**src/rtl/baud_gen_frac_if.sv**
```systemverilog
// Control and tick bundle between a UART and its fractional baud generator.
// Pure wiring, no latency; the generator side drives only registered outputs.
// No backpressure: ticks are single-cycle pulses, consumers must take them when high.
interface baud_gen_frac_if #(
  parameter int DIV_W  = 16,
  parameter int FRAC_W = 4
);
  logic              enable;
  logic              resync;
  logic              div_load;
  logic [DIV_W-1:0]  div_int;
  logic [FRAC_W-1:0] div_frac;
  logic              os_tick;
  logic              baud_tick;
  logic              baud_clk;
  logic              cfg_err;

  // UART side: programs the divisor and consumes ticks
  modport master (
    output enable, resync, div_load, div_int, div_frac,
    input  os_tick, baud_tick, baud_clk, cfg_err
  );

  // Generator side
  modport slave (
    input  enable, resync, div_load, div_int, div_frac,
    output os_tick, baud_tick, baud_clk, cfg_err
  );
endinterface

```
**src/rtl/baud_gen_frac.sv**
```systemverilog
// Oversample/bit-rate tick generator with integer+fractional divisor (fraction built when BAUD_FRAC_EN is defined).
// First os_tick P edges after enable is sampled high; all outputs registered; cfg_err one cycle after div_load.
// No backpressure: ticks are free-running pulses; divisor changes wait for a bit boundary so no bit is shortened.
module baud_gen_frac #(
  parameter int DIV_W            = 16,
  parameter int FRAC_W           = 4,
  parameter int OVERSAMPLE       = 16,
  parameter int DEFAULT_DIV_INT  = 27,
  parameter int DEFAULT_DIV_FRAC = 2
) (
  input logic            clk_i,
  input logic            reset_i,
  baud_gen_frac_if.slave bus
);

  localparam int              SUB_W    = $clog2(OVERSAMPLE);
  localparam logic [SUB_W-1:0] SUB_LAST = SUB_W'(OVERSAMPLE - 1);
  localparam logic [DIV_W-1:0] DEF_INT  = DIV_W'(DEFAULT_DIV_INT);
  localparam logic [DIV_W-1:0] MIN_INT  = DIV_W'(2);

  logic [DIV_W-1:0] os_cnt_q, os_cnt_d;
  logic [SUB_W-1:0] sub_cnt_q, sub_cnt_d;
  logic [DIV_W-1:0] act_int_q, act_int_d;
  logic [DIV_W-1:0] pend_int_q, pend_int_d;
  logic             pend_vld_q, pend_vld_d;
  logic             os_tick_q, os_tick_d;
  logic             baud_tick_q, baud_tick_d;
  logic             baud_clk_q, baud_clk_d;
  logic             cfg_err_q, cfg_err_d;

  logic             carry;
  logic [DIV_W:0]   period_last;
  logic             at_last;
  logic             apply_pend;
  logic             load_bad;
  logic [DIV_W-1:0] load_int;

`ifdef BAUD_FRAC_EN
  logic [FRAC_W-1:0] frac_acc_q, frac_acc_d;
  logic [FRAC_W-1:0] act_frac_q, act_frac_d;
  logic [FRAC_W-1:0] pend_frac_q, pend_frac_d;
  logic [FRAC_W:0]   frac_sum;

  // The accumulator only moves at os_tick, so this sum is stable for the whole period.
  assign frac_sum = {1'b0, frac_acc_q} + {1'b0, act_frac_q};
  assign carry    = frac_sum[FRAC_W];
`else
  logic unused_frac;

  assign carry       = 1'b0;
  assign unused_frac = ^{bus.div_frac, FRAC_W'(DEFAULT_DIV_FRAC)};
`endif

  // Last count of the current period is active_int + carry - 1 (active_int >= 2, no underflow).
  assign period_last = {1'b0, act_int_q} + {{DIV_W{1'b0}}, carry} - {{DIV_W{1'b0}}, 1'b1};
  assign at_last     = ({1'b0, os_cnt_q} == period_last);
  assign load_bad    = (bus.div_int < MIN_INT);
  assign load_int    = load_bad ? MIN_INT : bus.div_int;

  // Next-state: idle/resync/count priority, then divisor apply, then divisor capture.
  always_comb begin
    os_cnt_d    = os_cnt_q;
    sub_cnt_d   = sub_cnt_q;
    act_int_d   = act_int_q;
    pend_int_d  = pend_int_q;
    pend_vld_d  = pend_vld_q;
    os_tick_d   = 1'b0;
    baud_tick_d = 1'b0;
    baud_clk_d  = baud_clk_q;
    cfg_err_d   = 1'b0;
    apply_pend  = 1'b0;
`ifdef BAUD_FRAC_EN
    frac_acc_d  = frac_acc_q;
    act_frac_d  = act_frac_q;
    pend_frac_d = pend_frac_q;
`endif

    if (!bus.enable) begin
      os_cnt_d   = '0;
      sub_cnt_d  = '0;
      baud_clk_d = 1'b0;
      apply_pend = pend_vld_q;
`ifdef BAUD_FRAC_EN
      frac_acc_d = '0;
`endif
    end else if (bus.resync) begin
      // Restart alignment; the tick due this cycle (if any) is dropped on purpose.
      os_cnt_d  = '0;
      sub_cnt_d = '0;
`ifdef BAUD_FRAC_EN
      frac_acc_d = '0;
`endif
    end else if (at_last) begin
      os_cnt_d  = '0;
      os_tick_d = 1'b1;
`ifdef BAUD_FRAC_EN
      frac_acc_d = frac_sum[FRAC_W-1:0];
`endif
      if (sub_cnt_q == SUB_LAST) begin
        sub_cnt_d   = '0;
        baud_tick_d = 1'b1;
        baud_clk_d  = ~baud_clk_q;
        // Bit boundary: safe point to switch rate without shortening a bit.
        apply_pend  = pend_vld_q;
      end else begin
        sub_cnt_d = sub_cnt_q + SUB_W'(1);
      end
    end else begin
      os_cnt_d = os_cnt_q + DIV_W'(1);
    end

    if (apply_pend) begin
      act_int_d  = pend_int_q;
      pend_vld_d = 1'b0;
`ifdef BAUD_FRAC_EN
      act_frac_d = pend_frac_q;
`endif
    end

    // A fresh load always wins over an apply in the same cycle, and the last load wins.
    if (bus.div_load) begin
      pend_int_d = load_int;
      pend_vld_d = 1'b1;
      cfg_err_d  = load_bad;
`ifdef BAUD_FRAC_EN
      pend_frac_d = bus.div_frac;
`endif
    end
  end

  // State registers with synchronous reset to the default divisor.
  always_ff @(posedge clk_i) begin
    if (reset_i) begin
      os_cnt_q    <= '0;
      sub_cnt_q   <= '0;
      act_int_q   <= DEF_INT;
      pend_int_q  <= DEF_INT;
      pend_vld_q  <= 1'b0;
      os_tick_q   <= 1'b0;
      baud_tick_q <= 1'b0;
      baud_clk_q  <= 1'b0;
      cfg_err_q   <= 1'b0;
`ifdef BAUD_FRAC_EN
      frac_acc_q  <= '0;
      act_frac_q  <= FRAC_W'(DEFAULT_DIV_FRAC);
      pend_frac_q <= FRAC_W'(DEFAULT_DIV_FRAC);
`endif
    end else begin
      os_cnt_q    <= os_cnt_d;
      sub_cnt_q   <= sub_cnt_d;
      act_int_q   <= act_int_d;
      pend_int_q  <= pend_int_d;
      pend_vld_q  <= pend_vld_d;
      os_tick_q   <= os_tick_d;
      baud_tick_q <= baud_tick_d;
      baud_clk_q  <= baud_clk_d;
      cfg_err_q   <= cfg_err_d;
`ifdef BAUD_FRAC_EN
      frac_acc_q  <= frac_acc_d;
      act_frac_q  <= act_frac_d;
      pend_frac_q <= pend_frac_d;
`endif
    end
  end

  assign bus.os_tick   = os_tick_q;
  assign bus.baud_tick = baud_tick_q;
  assign bus.baud_clk  = baud_clk_q;
  assign bus.cfg_err   = cfg_err_q;

endmodule

```
**src/flat_wrapper.sv**
```systemverilog
// flat-port wrapper written by rule: the top's interface ports become plain ports
module baud_gen_frac_flat 
#(
  parameter int DIV_W            = 16,
  parameter int FRAC_W           = 4,
  parameter int OVERSAMPLE       = 16,
  parameter int DEFAULT_DIV_INT  = 27,
  parameter int DEFAULT_DIV_FRAC = 2
)
  (clk_i, reset_i, bus_enable, bus_resync, bus_div_load, bus_div_int, bus_div_frac, bus_os_tick, bus_baud_tick, bus_baud_clk, bus_cfg_err);
  baud_gen_frac_if #(.DIV_W(DIV_W), .FRAC_W(FRAC_W)) bus_i ();
  input logic clk_i;
  input logic reset_i;
  input wire logic [$bits(bus_i.enable)-1:0] bus_enable;
  input wire logic [$bits(bus_i.resync)-1:0] bus_resync;
  input wire logic [$bits(bus_i.div_load)-1:0] bus_div_load;
  input wire logic [$bits(bus_i.div_int)-1:0] bus_div_int;
  input wire logic [$bits(bus_i.div_frac)-1:0] bus_div_frac;
  output wire logic [$bits(bus_i.os_tick)-1:0] bus_os_tick;
  output wire logic [$bits(bus_i.baud_tick)-1:0] bus_baud_tick;
  output wire logic [$bits(bus_i.baud_clk)-1:0] bus_baud_clk;
  output wire logic [$bits(bus_i.cfg_err)-1:0] bus_cfg_err;
  assign bus_i.enable = bus_enable;
  assign bus_i.resync = bus_resync;
  assign bus_i.div_load = bus_div_load;
  assign bus_i.div_int = bus_div_int;
  assign bus_i.div_frac = bus_div_frac;
  assign bus_os_tick = bus_i.os_tick;
  assign bus_baud_tick = bus_i.baud_tick;
  assign bus_baud_clk = bus_i.baud_clk;
  assign bus_cfg_err = bus_i.cfg_err;
  baud_gen_frac #(.DIV_W(DIV_W), .FRAC_W(FRAC_W), .OVERSAMPLE(OVERSAMPLE), .DEFAULT_DIV_INT(DEFAULT_DIV_INT), .DEFAULT_DIV_FRAC(DEFAULT_DIV_FRAC)) u_core (.clk_i(clk_i), .reset_i(reset_i), .bus(bus_i));
endmodule
```
**config.mk**
```make
export PLATFORM = sky130hd
export DESIGN_NAME = baud_gen_frac_flat
export DESIGN_NICKNAME = d
export VERILOG_FILES = /design/src/rtl/baud_gen_frac_if.sv /design/src/rtl/baud_gen_frac.sv /design/src/flat_wrapper.sv
export SDC_FILE = /design/constraint.sdc
export NUM_CORES = 1
export LEC_CHECK = 0
export CELL_PAD_IN_SITES_DETAIL_PLACEMENT = 1
export CELL_PAD_IN_SITES_GLOBAL_PLACEMENT = 1
export CORE_ASPECT_RATIO = 1.5
export CORE_MARGIN = 10
export CORE_UTILIZATION = 39
export DETAILED_ROUTE_END_ITERATION = 16
export PLACE_DENSITY_LB_ADDON = 0.3
export RECOVER_POWER = 100
export SKIP_CTS_REPAIR_TIMING = 1
export SLEW_MARGIN = 20
export SYNTH_ARGS = -nofsm -noshare
export SYNTH_HDL_FRONTEND = slang
export SYNTH_SLANG_ARGS = --single-unit
export TNS_END_PERCENT = 10
```
**constraint.sdc**
```tcl
create_clock -name clk_i -period 2.94 [get_ports clk_i]
set_input_delay 0.294 -clock clk_i [delete_from_list [all_inputs] [get_ports clk_i]]
set_output_delay 0.294 -clock clk_i [all_outputs]
set_load 0.01 [all_outputs]
```
; Yosys cells after proc, flatten, opt, wreduce, memory -nomap -nowiden
; Index checks and enable logic that the tools add are counted.
[totals]
ff_bits = 57
input_bits = 25
output_inout_bits = 4
word_cells = 37
[op_classes]
n_addsub = 3
n_lt_le_gt_ge = 1
n_eq_ne = 2
muxes = 10
bitwise_logic = 5
n_reduce_logical = 7
[ops]
columns = cell, count
row1 = 16-bit by 17-bit == test with 1-bit output, 1
row2 = "16-bit by 1-bit subtractor with 17-bit output, second input constant", 1
row3 = "16-bit by 1-bit adder with 16-bit output, second input constant", 1
row4 = "16-bit by 2-bit < comparator with 1-bit output, second input constant", 1
row5 = 16-bit two-way mux, 1
row6 = 1-bit two-way mux, 8
row7 = 4-bit OR reduction, 2
row8 = 1-bit inverter, 5
row9 = "4-bit by 1-bit adder with 4-bit output, second input constant", 1
row10 = "4-bit == test, second input constant", 1
row11 = 4-bit two-way mux, 1
row12 = 2-bit OR reduction, 2
row13 = 3-bit AND reduction, 1
row14 = 3-bit OR reduction, 1
row15 = 2-bit nonzero test, 1

; Depth between registers and ports, before layout
[logic_depth]
depth_word = 7
ltp_mapped = 11
ltp_nobuf = 9

; Least setup slack after synthesis
; Ideal clock, no wire load.
[synth_path]
path_kind = register to register
start = register u_core.act_int_q[9]
end = register u_core.act_int_q[10]
setup_time_ps = 119
t_arrival_ps = 2863
t_required_ps = 2821
setup_slack_ps = -42
stages_incl_launch_ff = 11
n_path_buf = 3
synth_period_minus_slack_ps = 2982
path_cell_list = dfxtp_1 buf_6 or4_4 or4_1 a211oi_1 o211ai_1 or4_4 o32a_1 buf_6 buf_8 mux2i_1
[synth_via]
elab_chain_len = 5
[synth_rtl]
columns = element, line_no
row1 = start: declaration, baud_gen_frac.sv:23  ; logic [DIV_W-1:0] act_int_q, act_int_d;
row2 = start signal: assignment, baud_gen_frac.sv:151  ; act_int_q <= act_int_d;
row3 = 16-bit by 1-bit subtractor with 17-bit output, baud_gen_frac.sv:55  ; assign period_last = {1'b0, act_int_q} + {{DIV_W{1'b0}}, carry} - {{DIV_W{1'b0}}, 1'b1};
row4 = 16-bit by 17-bit == test with 1-bit output, baud_gen_frac.sv:56  ; assign at_last = ({1'b0, os_cnt_q} == period_last);
row5 = 1-bit two-way mux, baud_gen_frac.sv:93  ; end else if (at_last) begin
row6 = 1-bit two-way mux, baud_gen_frac.sv:86  ; end else if (bus.resync) begin
row7 = 1-bit two-way mux, baud_gen_frac.sv:78  ; if (!bus.enable) begin
; No other way between the ends.
; A chain may end at the register's enable or synchronous reset.

; Worst setup path in the final report
[layout_path]
start = register u_core.act_int_q[8]
end = register u_core.act_int_q[8]
; Same word-level chain as after synthesis.

==> results.tsv <==
metric	value	unit
status	finished, violations left	
violations	setup timing	
rsz0062_at_grt	yes	
grt_overflow_total	0	
worstMarginPinSlew	1162	ps
grt_usage	12.07	%
synthFlopType	dfxtp_1	
antenna_cells	0	
synth_top_area_share	39.79	%
r2r_cells	8	
cts_tree	yes	
synth-edff-count	0	
timing.rr.start	u_core.act_int_q[8]	
syn-cell-area	0.002868	mm^2
die_area	0.01125	mm^2
required	3170	ps
cts_buffers	9	
drtIter0Drc	98	
ys_top_cells_by_area	dfxtp_1 (40%), mux2i_1 (10%), nand2b_1 (7.0%)	
ys_seq_elements	57	
async_flop_share	0	%
final_common_cell	dfxtp_1	
cts_buffer_depth	2	
drv_cap	0	
viasPerCell	5.068	
hp-class	reg -> reg	
synth_xor_xnor_area_share	9.162	%
synthMuxAreaShare	10.47	%
final.setup_skew	6.966	ps
start_kind	flip-flop	
rows	38	
cts.clk_slew.worst_paths	70	ps
cp-startpoint	u_core.act_int_q[8]	
syn_nets	349	
drt-total-wl	6.541	mm
ir_worst_vdd	0.0003357	V
fin_nets	391	
synth_fa_ha_area_share	1.309	%
drv_slew	0	
reg2reg_slack	-10	ps
place_inst	450	
area_delta_synth_final	23.95	%
io_pins	29	
yosysUniqueCellTypes	42	
r2r-end	u_core.act_int_q[8]	
hold_ws	474.6	ps
routabilityCongestion	0.8033	
relSlewSlack	22.53	%
ant_nets	0	
p_total	1678	uW
path_max_fanout	16	
yosys.area_share.simple	28.62	%
synth_seq_area_share	39.79	%
die_y	125.0	um
instances_no_fill	468	
clock_tree.root_cell	clkbuf_8	
vias	2372	
timing.fmax	338.9	MHz
final_cell_mix	dfxtp_1 (57), nor2_1 (43), nand2b_1 (32)	
ys_warn_count	0	
crit_arrival	3190	ps
final_util	49.51	%
p_leak	0.001472	uW
synth_top_family_by_area	simple AND/OR/NAND/NOR gates	
avgSynthCellArea	8.934	um^2
finalSetupViolations	14	
portBuffers	24	
wl_per_cell	13.98	um
synth_compound_area_share	7.068	%
place_hpwl	4.972	mm
start_util	39.94	%
drc_errors	0	
syn_inst	321	
cts_num_sinks	57	
die_w	90.02	um
clkLatencyLatePin	350	ps
grt_max_degree	50	
worstHoldStart	u_core.pend_int_q[12]	
drive_gt1_share	12.77	%
cp-end-kind	flip-flop	
hold_viol_final	0	
critical_path.endpoint	u_core.act_int_q[8]	
antenna_found_initial	0	
drt_pass1_iterations	4	
cts_htree_levels	3	
period_minus_slack	2950	ps
yosysTopAreaCell	dfxtp_1	
setup_ws	-10.40	ps
min_period_over_period	100.4	%
grt_pass1_wl	11.25	mm
critical_path_class	reg -> reg	
p_per_area	472.1	mW/mm^2
grt_pass1_vias	2465	
core-area	0.007179	mm^2
-- routing by layer --
metal	global-route usage [%]	routed length [um]	vias to the layer above
li1	-	-	1204
met1	12.29	2773	1125
met2	22.17	3454	32
met3	2.814	156	11
met4	6.485	157	0
met5	0	0	-
-- logic make-up (layout without fill, tap and decap cells) --
group                    after synthesis  in the layout
XOR/XNOR                              30             30
flip-flops                            57             57
adder cells (fa/ha/maj)                3              3
AO/OA/AOI/OAI                         31             31
AND/OR/NAND/NOR                      150            150
multiplexers                          30             30
buffers and inverters                 20             67
-- sequential cells by signal, summed over array words and instances (netlist names) --
signal,count
u_core.bus.cfg_err,1
u_core.bus.baud_tick,1
u_core.bus.os_tick,1
u_core.os_cnt_q,16
u_core.act_int_q,16
u_core.pend_int_q,16
u_core.sub_cnt_q,4
u_core.pend_vld_q,1
u_core.bus.baud_clk,1
-- critical path, cell delays in order (launching register included) --
cell,delay (ps)
dfxtp_1,310
or4_4,540
or4_4,500
a211oi_2,240
o211ai_1,120
or4_4,490
o32a_1,350
buf_12,170
mux2i_1,120
-- where the power goes --
part           internal [uW]  total (uW)  switching, uW
registers                792         806           13.5
logic                   78.6         142           63.5
clock network            411         730            319
total                   1280        1680            396
-- layout make-up --
cell class / count / area (um^2)
clock buffer: 11 / 141.4
multi-input combinational: 244 / 1647
sequential: 57 / 1141
tap: 100 / 125.1
clock inverter: 5 / 55.05
timing repair buffer: 46 / 426.7
fill: 818 / 3625
inverter: 5 / 18.77
-- per-stage QoR --
stage                     setup WS (ps)  area [um^2]  TNS (ps)
after floorplan                  -42.30         2868    -423.0
after global placement           -15.53         3324    -174.4
after detailed placement         -31.34         3324    -396.4
after CTS                        -66.93         3521    -913.8
after global routing             -113.4         3555     -1686
final                            -10.40         3555    -62.52
-- worst min-delay path by stage --
stage                            to  slack (ps)  depth (start not counted)
2_1_floorplan  u_core.pend_int_q[3]         420                          1
3_3_place_gp   u_core.act_int_q[14]         460                          2
3_5_place_dp   u_core.act_int_q[12]         460                          2
4_1_cts        u_core.act_int_q[12]         480                          2
5_1_grt        u_core.act_int_q[13]         510                          2
6_report       u_core.act_int_q[12]         470                          2
-- cell usage after synthesis, types with 6 or more instances --
master and number:
dfxtp_1 57, nor2_1 43, nand2b_1 32, mux2i_1 30, xor2_1 19, nand3_1 12
xnor2_1 11, clkbuf_1 10, nor2b_1 9, a21oi_1 8, and3_1 8, nor4_1 8
nor3_1 7, o21ai_0 7, nand2_1 6
Power figures use the tool's default switching activity.
